File: config.mk
export PLATFORM = sky130hd
export DESIGN_NAME = bar_counter
export DESIGN_NICKNAME = d
export VERILOG_FILES = /design/src/rtl/tpg_pkg.sv /design/src/rtl/test_pattern_gen_bar_counter.sv
export SDC_FILE = /design/constraint.sdc
export NUM_CORES = 1
export LEC_CHECK = 0
export CAP_MARGIN = 20
export CORE_UTILIZATION = 40
export CTS_BUF_LIST = sky130_fd_sc_hd__clkbuf_4 sky130_fd_sc_hd__clkbuf_8
export CTS_CLUSTER_DIAMETER = 60
export DETAILED_ROUTE_END_ITERATION = 8
export GPL_TIMING_DRIVEN = 0
export PLACE_DENSITY = 0.71
export SETUP_SLACK_MARGIN = 0.3
export SYNTH_ARGS = -nofsm -noshare
export SYNTH_HDL_FRONTEND = slang
export SYNTH_SLANG_ARGS = --single-unit
File: constraint.sdc
create_clock -name clk_i -period 2.92 [get_ports clk_i]
set_clock_uncertainty 0.2 [all_clocks]
set_input_delay 0.584 -clock clk_i [delete_from_list [all_inputs] [get_ports clk_i]]
set_output_delay 0.584 -clock clk_i [all_outputs]
set_load 0.02 [all_outputs]
File: src/rtl/tpg_pkg.sv
// Shared definitions for the test pattern generator: default geometry,
// pattern-select encodings and the colour-bar palette.
package tpg_pkg;

    localparam int unsigned DEF_CW         = 8;
    localparam int unsigned DEF_H_OFFSET   = 216;
    localparam int unsigned DEF_H_ACTIVE   = 800;
    localparam int unsigned DEF_V_OFFSET   = 35;
    localparam int unsigned DEF_BAR_W      = 100;
    localparam int unsigned DEF_BAR_H      = 60;
    localparam int unsigned DEF_CHK_LOG2   = 5;
    localparam int unsigned DEF_SCROLL_DIV = 4;

    localparam int unsigned BAR_IDX_W = 3;
    typedef logic [BAR_IDX_W-1:0] bar_idx_t;

    typedef enum logic [2:0] {
        MODE_VBAR     = 3'd0,
        MODE_HBAR     = 3'd1,
        MODE_CHECKER  = 3'd2,
        MODE_GRADIENT = 3'd3,
        MODE_WHITE    = 3'd4,
        MODE_BLACK5   = 3'd5,
        MODE_BLACK6   = 3'd6,
        MODE_BLACK7   = 3'd7
    } tpg_mode_e;

    // Palette entries as {R,G,B} on/off flags; expanded to CW bits by the user.
    localparam logic [2:0] PAL_WHITE   = 3'b111;
    localparam logic [2:0] PAL_YELLOW  = 3'b110;
    localparam logic [2:0] PAL_CYAN    = 3'b011;
    localparam logic [2:0] PAL_GREEN   = 3'b010;
    localparam logic [2:0] PAL_MAGENTA = 3'b101;
    localparam logic [2:0] PAL_RED     = 3'b100;
    localparam logic [2:0] PAL_BLUE    = 3'b001;
    localparam logic [2:0] PAL_BLACK   = 3'b000;

    function automatic logic [2:0] bar_colour(input bar_idx_t idx);
        logic [2:0] c;
        case (idx)
            3'd0:    c = PAL_WHITE;
            3'd1:    c = PAL_YELLOW;
            3'd2:    c = PAL_CYAN;
            3'd3:    c = PAL_GREEN;
            3'd4:    c = PAL_MAGENTA;
            3'd5:    c = PAL_RED;
            3'd6:    c = PAL_BLUE;
            default: c = PAL_BLACK;
        endcase
        return c;
    endfunction

endpackage

File: src/rtl/test_pattern_gen_bar_counter.sv
// Position/index counter pair that walks through fixed-width colour bars
// without a divider. The current index already reflects a load on the same
// cycle, so the first pixel of a line/frame sees the loaded value.
module bar_counter
    import tpg_pkg::*;
#(
    parameter int unsigned BAR_LEN = DEF_BAR_W,
    localparam int unsigned PW = (BAR_LEN > 1) ? $clog2(BAR_LEN) : 1
) (
    input  logic          clk_i,
    input  logic          rst_i,
    input  logic          clr_i,
    input  logic          load_i,
    input  logic [PW-1:0] load_pos_i,
    input  bar_idx_t      load_idx_i,
    input  logic          adv_i,
    output bar_idx_t      idx_o
);

    logic [PW-1:0] pos_q, pos_d, cur_pos;
    bar_idx_t      idx_q, idx_d, cur_idx;

    // Select loaded or stored value, then step position with wrap into index.
    always_comb begin
        cur_pos = load_i ? load_pos_i : pos_q;
        cur_idx = load_i ? load_idx_i : idx_q;
        pos_d   = cur_pos;
        idx_d   = cur_idx;
        if (clr_i) begin
            pos_d = '0;
            idx_d = '0;
        end else if (adv_i) begin
            if (cur_pos == PW'(BAR_LEN - 1)) begin
                pos_d = '0;
                idx_d = cur_idx + bar_idx_t'(1);
            end else begin
                pos_d = cur_pos + PW'(1);
            end
        end
    end

    // Counter state register.
    always_ff @(posedge clk_i or posedge rst_i) begin
        if (rst_i) begin
            pos_q <= '0;
            idx_q <= '0;
        end else begin
            pos_q <= pos_d;
            idx_q <= idx_d;
        end
    end

    assign idx_o = cur_idx;

endmodule

==> flow_metrics.py, run 1 <==
metrics = {
    "global_routing": {
        "grt_max_degree": 11,
        "track_usage_pct": 17.2,
        "grt-ovfl-total": 0,
        "grt_pass1_wl_um": 2200,
        "grt_pass1_vias": 523,
        "grt_antenna_before_repair": 0,
    },
    "routing": {
        "wire_per_inst_um": 12.9,
        "dr.first_iter.drc_count": 3,
        "drc": 0,
        "dr_total_vias": 556,
        "dr.pass1.iters": 6,
        "ant_nets": 0,
        "drt-total-wl_um": 1300,
        "vias_per_cell": 5.50,
    },
    "synthesis": {
        "synth_area_sq_um": 638,
        "synth_fa_ha_area_share_pct": 3.92,
        "synth_common_cells": "dfrtp_1 (10), nor2_1 (7), mux2_2 (6)",
        "async_flop_share_pct": 100,
        "yosysTopAreaCell": "dfrtp_1",
        "syn_avg_cell_area_sq_um": 10.6,
        "ys_seq_area_share_pct": 39.2,
        "yosysWarnings": 0,
        "synth_top_family_by_area": "multiplexers",
        "synth_most_common_cell": "dfrtp_1",
        "post_synth_xor_area_fraction_pct": 5.49,
        "synth_compound_area_share_pct": 7.25,
        "syn_inst": 60,
        "synth_edf_count": 0,
        "synthFlopType": "dfrtp_1",
        "synth_top_area_share_pct": 39.2,
        "synth_nets": 77,
        "synth-simple-area-share_pct": 19.8,
        "yosys-top-cells-area": "dfrtp_1 (39%), mux2_2 (11%), mux2i_1 (7.8%), nor2_1 (4.1%), xnor2_1 (4.1%)",
        "ys_seq_elements": 10,
        "muxShareOfSynthArea_pct": 22.0,
        "yosysUniqueCellTypes": 27,
    },
    "clocking": {
        "clk_latency_ns": 0.27,
        "cts_made_buffers": 3,
        "htreeDepth": 1,
        "clk_pin_slew_ns": 0.07,
        "cts_tree": "yes",
        "cts_buffer_depth": 2,
        "cts-root-buf": "clkbuf_4",
        "clock_sinks": 10,
    },
    "final_layout": {
        "final_core_util_pct": 60.5,
        "drive_gt1_share_pct": 30.6,
        "syn2layout_area_growth_pct": 42.9,
        "antennaDiodeCount": 0,
        "nNetsFinal": 103,
        "nFillCells": 115,
    },
    "sta": {
        "hold_viol": 0,
        "rsz0062_at_grt": "no",
        "setup_slack_ns": 0.515,
        "worstMarginPinSlew_ns": 0.573,
        "fmax_mhz": 416,
        "setup_viol_count_final": 0,
        "holdWs_ns": 0.385,
        "min_period_ns": 2.41,
        "drv_slew": 0,
        "period_share_pct": 82.4,
        "fin_setup_tns_ns": 0,
        "slew_headroom_pct": 61.3,
    },
    "placed_design": {
        "dp_slack_ns": -0.0751,
        "gp_congestion": 0.805,
        "dp_hpwl_um": 936,
        "portBuffers": 17,
    },
    "floorplanning": {
        "core_area_sq_um": 1510,
        "fp.dieW_um": 41.9,
        "io_pins": 18,
        "initial_utilization_pct": 42.4,
        "rows": 14,
        "die_area_sq_um": 1760,
        "fp.dieH_um": 41.9,
    },
    "worst_setup_path": {
        "cp-end-kind": "flip-flop",
        "cp.required_ns": 2.91,
        "cp.arrival_ns": 2.39,
        "worstSetupPathType": "primary input to flip-flop",
        "crit_fanout": 3,
        "worst_setup_path_start_kind": "primary input",
    },
    "worst_hold_path": {
        "min-delay-path-class": "primary input to async pin",
    },
    "power": {
        "p_total_mw": 0.382,
        "p_leak_nw": 0.404,
        "peakVddDrop_mv": 0.214,
        "power.density_nw_per_um2": 419,
    },
    "run_status": {
        "status": "complete, no violations",
    },
    "flow_run": {
        "maxCapViolCount": 0,
    },
}
layout by cell type (no fill, tap or decap), drive strengths merged:
cell           count
a21o               2
a21oi              2
a31oi              1
and3               1
and4               1
buf                8
clkbuf             4
clkdlybuf4s50     13
dfrtp             10
dlymetal6s2s       1
ha                 2
inv                1
mux2               6
mux2i              6
nand2              1
nand3              2
nand4              1
nor2               7
nor3               5
nor4               1
nor4b              1
o21ai              1
o31a               1
or2b               1
or4                1
or4b               1
xnor2              3
xor2               1
cell type report:
cell class                 count  area [sq um]  share of cell area (%)
buffer                         1          11.3                    1.23
clock buffer                   4          36.3                    3.98
inverter                       1          3.75                   0.412
multi-input combinational     48           399                    43.8
sequential                    10           250                    27.4
tap                           16          20.0                    2.19
timing repair buffer          21           191                    21.0
metrics by stage:
stage / instances / cell area, sq um
after floorplan: 60 / 638
after global placement: 93 / 828
after detailed placement: 93 / 828
after CTS: 99 / 880
after global routing: 101 / 912
final: 101 / 912
routing by layer:
layer / share of wire, % / track usage (%) / wire [um]
met4: 3.2 / 11.6 / 42
met2: 50 / 27.8 / 649
met3: 5.5 / 4.78 / 71
met1: 41 / 19.4 / 537
met5: 0 / 0 / 0
path summary, 6_finish.rpt:
kind	startpoint	endpoint	slack (ns)	cells past startpoint
setup / recovery	load_pos_i[2]	idx_q[0]	0.51	5
hold / removal	rst_i	pos_q[2]	0.39	2
setup reg to reg	pos_q[2]	idx_q[0]	0.87	4
hold reg to reg	pos_q[6]	pos_q[6]	0.41	3
max in group asynchronous	rst_i	pos_q[0]	1.86	2
min in group clk_i	pos_q[6]	pos_q[6]	0.41	3
critical path: stages:
cell and delay [ns]:
clkdlybuf4s50_1 0.41, mux2_2 0.30, or4b_4 0.54, or4_1 0.46
o21ai_0 0.09
sequential cells by signal, indices dropped and copies added (netlist names):
signal	count
pos_q	7
idx_q	3
where the power goes:
part	switching (mW)	leakage (nW)	internal, mW
sequential	0.00362	0.132	0.148
clock	0.0533	0.0210	0.0759
combinational	0.0459	0.251	0.0549
total	0.103	0.404	0.279
kinds of logic (layout without fill, tap and decap cells):
kind of cell / count (synthesis) / in the layout
simple gates: 23 / 23
mux: 12 / 12
flops: 10 / 10
compound gates: 7 / 7
xor+xnor: 4 / 4
fa+ha+maj: 2 / 2
buf+inv: 2 / 27
timing repair:
| action | in CTS | in global routing |
|---|---|---|
| endpoints found under the setup margin | 4 | 8 |
| gates resized for setup | 16 | 5 |
| gates cloned | 0 | 0 |
| setup buffers | 2 | 2 |
| hold buffers | 0 | 0 |
Note: power is estimated with default switching activity, not from simulation.
==> inputs of run 2 (changes only) <==
- clock period: 2.92 -> 2.4 ns (I/O delays scaled with it)
==> flow_metrics.py, run 2 (same netlist as run 1, synthesis figures left out) <==
metrics = {
    "placed_design": {
        "dp_hpwl_um": 949,
        "portBuffers": 17,
        "dp_slack_ns": -0.439,
        "gp_congestion": 0.730,
    },
    "routing": {
        "dr.pass1.iters": 4,
        "drt-total-wl_um": 1630,
        "dr.first_iter.drc_count": 7,
        "wire_per_inst_um": 15.5,
        "vias_per_cell": 5.78,
        "drc": 0,
        "dr_total_vias": 607,
        "ant_nets": 0,
    },
    "sta": {
        "min_period_ns": 2.05,
        "fmax_mhz": 489,
        "slew_headroom_pct": 74.3,
        "rsz0062_at_grt": "yes",
        "setup_viol_count_final": 0,
        "period_share_pct": 85.2,
        "worstMarginPinSlew_ns": 0.378,
        "hold_viol": 0,
        "setup_slack_ns": 0.354,
        "drv_slew": 0,
    },
    "clocking": {
        "cts_buffer_depth": 2,
        "clock_sinks": 10,
        "cts-root-buf": "clkbuf_4",
        "hold_buffers": 0,
        "htreeDepth": 1,
        "cts_tree": "yes",
        "clk_latency_ns": 0.27,
        "clk_pin_slew_ns": 0.07,
        "cts_made_buffers": 3,
    },
    "final_layout": {
        "top_register": "pos_q",
        "final_common_cell": "dfrtp_1",
        "top_regs": "pos_q: 7 flops, idx_q: 3 flops",
        "multi_input_area_sq_um": 425,
        "antennaDiodeCount": 0,
        "final_cell_mix": "dfrtp_1 (10), clkdlybuf4s50_1 (9), buf_4 (8)",
        "drive_gt1_share_pct": 36.0,
        "final_core_util_pct": 65.2,
        "syn2layout_area_growth_pct": 53.9,
        "regArea_sq_um": 250,
        "nNetsFinal": 108,
        "largest_register_ffs": 7,
        "nFillCells": 118,
    },
    "global_routing": {
        "grt_pass1_wl_um": 2630,
        "track_usage_pct": 20.0,
        "grt-ovfl-total": 0,
        "grt_max_degree": 11,
        "grt_pass1_vias": 619,
        "grt_antenna_before_repair": 0,
    },
    "worst_setup_path": {
        "worst_setup_path_start_kind": "primary input",
        "worstSetupPathType": "primary input to flip-flop",
        "crit_fanout": 3,
        "reg2reg_slack_ns": 0.36,
        "timing.rr.start": "pos_q[2]",
        "cp.required_ns": 2.39,
        "cp-end-kind": "flip-flop",
        "cp.arrival_ns": 2.04,
        "reg2reg_depth": 4,
        "r2r_end": "idx_q[0]",
    },
    "power": {
        "p_leak_nw": 0.435,
        "power.density_nw_per_um2": 459,
        "netSwitchingFraction_pct": 29.2,
        "power_frac_comb_pct": 32.4,
        "power_frac_seq_pct": 41.2,
        "clkPwrFrac_pct": 26.4,
        "p_int_mw": 0.319,
        "p_switching_mw": 0.132,
        "peakVddDrop_mv": 0.276,
    },
    "worst_hold_path": {
        "min-delay-path-class": "primary input to async pin",
    },
    "floorplanning": {
        "initial_utilization_pct": 42.4,
        "rows": 14,
        "die_area_sq_um": 1760,
        "io_pins": 18,
        "fp.dieH_um": 41.9,
        "core_area_sq_um": 1510,
        "fp.dieW_um": 41.9,
    },
    "run_status": {
        "status": "complete, no violations",
    },
    "flow_run": {
        "maxCapViolCount": 0,
    },
}
==> run 2: cell count changes in the layout (fill, tap and decap cells not counted), moves of 2 or more <==
cell             change
buf_4                +5
clkdlybuf4s50_1      -4
dlygate4sd2_1        +3
mux2i_2              -2
mux2i_4              +2
==> run 2: worst max-delay path by stage <==
stage	from	to	slack, ns	cells past startpoint
2_1_floorplan	load_i	idx_q[0]	0.25	5
3_3_place_gp	load_i	idx_q[0]	-0.42	6
3_5_place_dp	load_i	idx_q[0]	-0.44	6
4_1_cts	load_i	idx_q[0]	0.31	6
5_1_grt	load_pos_i[2]	idx_q[0]	0.29	5
6_report	load_pos_i[2]	idx_q[0]	0.35	5
==> run 2: critical path, stage by stage <==
cell,delay [ns]
clkdlybuf4s15_1,0.19
mux2_4,0.29
or4b_4,0.52
or4_1,0.47
o21ai_1,0.09
==> run 2: routing by layer <==
metal / global-route usage (%) / vias to the layer above / share of wire [%]
met1: 23.2 / 291 / 38
met5: 0 / - / 0
li1: - / 283 / -
met4: 12.9 / 0 / 4.2
met2: 34.1 / 23 / 51
met3: 3.04 / 10 / 5.8
==> run 2: what timing repair did <==
item	CTS	global route
endpoints found under the hold margin	0	0
gates resized for setup	27	6
pin swaps	2	3
buffers inserted	4	4
endpoints found under the setup margin	12	9
cloned	1	0
==> run 2: cell type report <==
class                      instances  area share, %
buffer                             1           2.04
clock buffer                       3           2.29
inverter                           1          0.382
multi-input combinational         48           43.3
sequential                        10           25.5
tap                               16           2.04
timing repair buffer              26           24.5
==> run 2: stage by stage <==
| stage | power [mW] | hold slack (ns) | setup TNS, ns | std cells | instance area, sq um |
|---|---|---|---|---|---|
| after global placement | 0.301 | 0.419 | -3.79 | 93 | 841 |
| after global routing | 0.474 | 0.341 | 0 | 105 | 982 |
| after CTS | 0.434 | 0.313 | 0 | 101 | 927 |
| after floorplan | 0.258 | 0.120 | 0 | 60 | 651 |
| after detailed placement | 0.304 | 0.461 | -3.99 | 93 | 841 |
| final | 0.450 | 0.291 | 0 | 105 | 982 |
==> run 2: power by group through the flow <==
| stage | Clock [mW] | Combinational, mW | Sequential [mW] |
|---|---|---|---|
| final | 0.119 | 0.146 | 0.186 |
| after global routing | 0.130 | 0.157 | 0.187 |
| after CTS | 0.118 | 0.131 | 0.185 |
| after detailed placement | 0 | 0.117 | 0.187 |
| after global placement | 0 | 0.115 | 0.187 |
| after floorplan | 0 | 0.0716 | 0.187 |
==> inputs of run 3 (changes only) <==
- CORE_MARGIN: default -> 2
- TNS_END_PERCENT: default -> 50
- clock period: 2.4 -> 2.1 ns (I/O delays scaled with it)
==> flow_metrics.py, run 3 (same netlist as run 1, synthesis figures left out) <==
metrics = {
    "worst_setup_path": {
        "cp_slowest_cell": "or4_1",
        "cp.required_ns": 2.11,
        "critical_path.top_delay_family": "simple AND/OR/NAND/NOR gates",
        "crit_fanout": 3,
        "cp.arrival_ns": 2.04,
        "crit_path_cell_trace": "mux2_4 -> or4b_4 -> or4_1 -> o21ai_1",
        "worstSetupPathType": "flip-flop to flip-flop",
        "critPathBufInv": 0,
        "cp_slowest_stage_delay_ns": 0.50,
        "cp-end-kind": "flip-flop",
        "worst_setup_path_start_kind": "flip-flop",
    },
    "power": {
        "p_int_mw": 0.381,
        "power.density_nw_per_um2": 513,
        "netSwitchingFraction_pct": 30.8,
        "clkPwrFrac_pct": 25.8,
        "p_leak_nw": 0.485,
        "p_switching_mw": 0.169,
        "power_frac_comb_pct": 35.4,
        "peakVddDrop_mv": 0.271,
        "power_frac_seq_pct": 38.8,
    },
    "final_layout": {
        "final_common_cell": "dfrtp_1",
        "top_register": "pos_q",
        "largest_register_ffs": 7,
        "final_cell_mix": "dfrtp_1 (10), buf_4 (8), nor2_1 (7)",
        "nNetsFinal": 109,
        "antennaDiodeCount": 0,
        "top_regs": "pos_q: 7 flops, idx_q: 3 flops",
        "drive_gt1_share_pct": 41.1,
        "syn2layout_area_growth_pct": 68.2,
        "instances_no_fill": 106,
    },
    "floorplanning": {
        "core_area_sq_um": 1510,
        "fp.dieW_um": 43.9,
        "rows": 14,
        "initial_utilization_pct": 42.4,
        "fp.dieH_um": 43.9,
        "die_area_sq_um": 1930,
        "io_pins": 18,
    },
    "global_routing": {
        "grt_pass1_wl_um": 2840,
        "track_usage_pct": 21.8,
        "grt-ovfl-total": 0,
        "grt_antenna_before_repair": 0,
        "grt_pass1_vias": 584,
        "grt_max_degree": 11,
    },
    "sta": {
        "hold_viol": 0,
        "fmax_mhz": 491,
        "worstMarginPinSlew_ns": 0.442,
        "min_period_ns": 2.04,
        "period_share_pct": 96.9,
        "slew_headroom_pct": 70.5,
        "setup_viol_count_final": 0,
        "drv_slew": 0,
        "rsz0062_at_grt": "yes",
        "setup_slack_ns": 0.0644,
    },
    "routing": {
        "dr.first_iter.drc_count": 16,
        "drc": 0,
        "dr.pass1.iters": 4,
        "wire_per_inst_um": 18.7,
        "ant_nets": 0,
        "dr_total_vias": 630,
        "vias_per_cell": 5.94,
        "drt-total-wl_um": 1980,
    },
    "worst_hold_path": {
        "min-delay-path-class": "primary input to async pin",
    },
    "clocking": {
        "clk_pin_slew_ns": 0.07,
        "cts_buffer_depth": 2,
        "cts_tree": "yes",
        "clk_latency_ns": 0.28,
        "cts_made_buffers": 3,
        "htreeDepth": 1,
        "clock_sinks": 10,
        "cts-root-buf": "clkbuf_4",
    },
    "placed_design": {
        "dp_slack_ns": -0.664,
        "gp_congestion": 0.762,
        "portBuffers": 17,
        "dp_hpwl_um": 1060,
        "dp.cells": 93,
    },
    "run_status": {
        "status": "complete, no violations",
    },
    "flow_run": {
        "maxCapViolCount": 0,
    },
}
run 3: cell count changes in the layout (fill, tap and decap cells not counted), sizes merged:
cell / delta
dlygate4sd2: +2
clkdlybuf4s15: +1
clkdlybuf4s50: -3
dlymetal6s2s: +1
run 3: final timing paths:
check                      startpoint  endpoint  slack (ns)  depth (start not counted)
setup / recovery             pos_q[2]  idx_q[0]        0.06                          4
hold / removal                  rst_i  idx_q[2]        0.23                          2
setup reg to reg             pos_q[2]  idx_q[0]        0.06                          4
hold reg to reg              pos_q[6]  pos_q[6]        0.44                          3
max in group asynchronous       rst_i  pos_q[5]        1.17                          2
min in group clk_i           pos_q[6]  pos_q[6]        0.44                          3
run 3: power groups by stage:
stage	Clock [mW]	Sequential [mW]	Combinational, mW
2_1_floorplan	0	0.213	0.0818
3_3_place_gp	0	0.213	0.131
3_5_place_dp	0	0.215	0.135
4_1_cts	0.137	0.213	0.173
5_1_grt	0.148	0.215	0.207
6_report	0.142	0.214	0.195
run 3: through the flow:
stage	hold WS (ns)	setup TNS, ns	instance area, sq um	utilization, %	power, mW
final	0.230	0	1070	71.3	0.550
after global routing	0.266	0	1070	71.3	0.569
after CTS	0.252	0	1020	67.9	0.522
after detailed placement	0.426	-6.63	841	55.8	0.350
after global placement	0.420	-6.67	841	55.8	0.345
after floorplan	0.0602	0	651	-	0.295
run 3: area by class of cell:
| type | instances | area [sq um] |
|---|---|---|
| plain buffers | 1 | 20.0 |
| clock buffers | 3 | 22.5 |
| fillers | 99 | 433 |
| inverters | 1 | 3.75 |
| multi-input cells | 48 | 478 |
| flip-flops and latches | 10 | 250 |
| well taps | 16 | 20.0 |
| repair buffers | 27 | 279 |
run 3: layer usage:
layer	part of all wire (%)	track usage (%)	up-vias	wire length [um]
met5	0	0	-	0
met4	5.4	14.5	0	107
met3	5.6	2.92	12	110
met2	53	39.1	32	1040
met1	36	23.2	303	717
li1	-	-	283	-
run 3: what timing repair did:
action | CTS | global route
setup buffers | 8 | 1
setup endpoints to repair | 13 | 10
hold endpoints to repair | 0 | 0
hold buffers | 0 | 0
resized for setup | 41 | 9
gates cloned | 1 | 0
pin swaps | 3 | 3
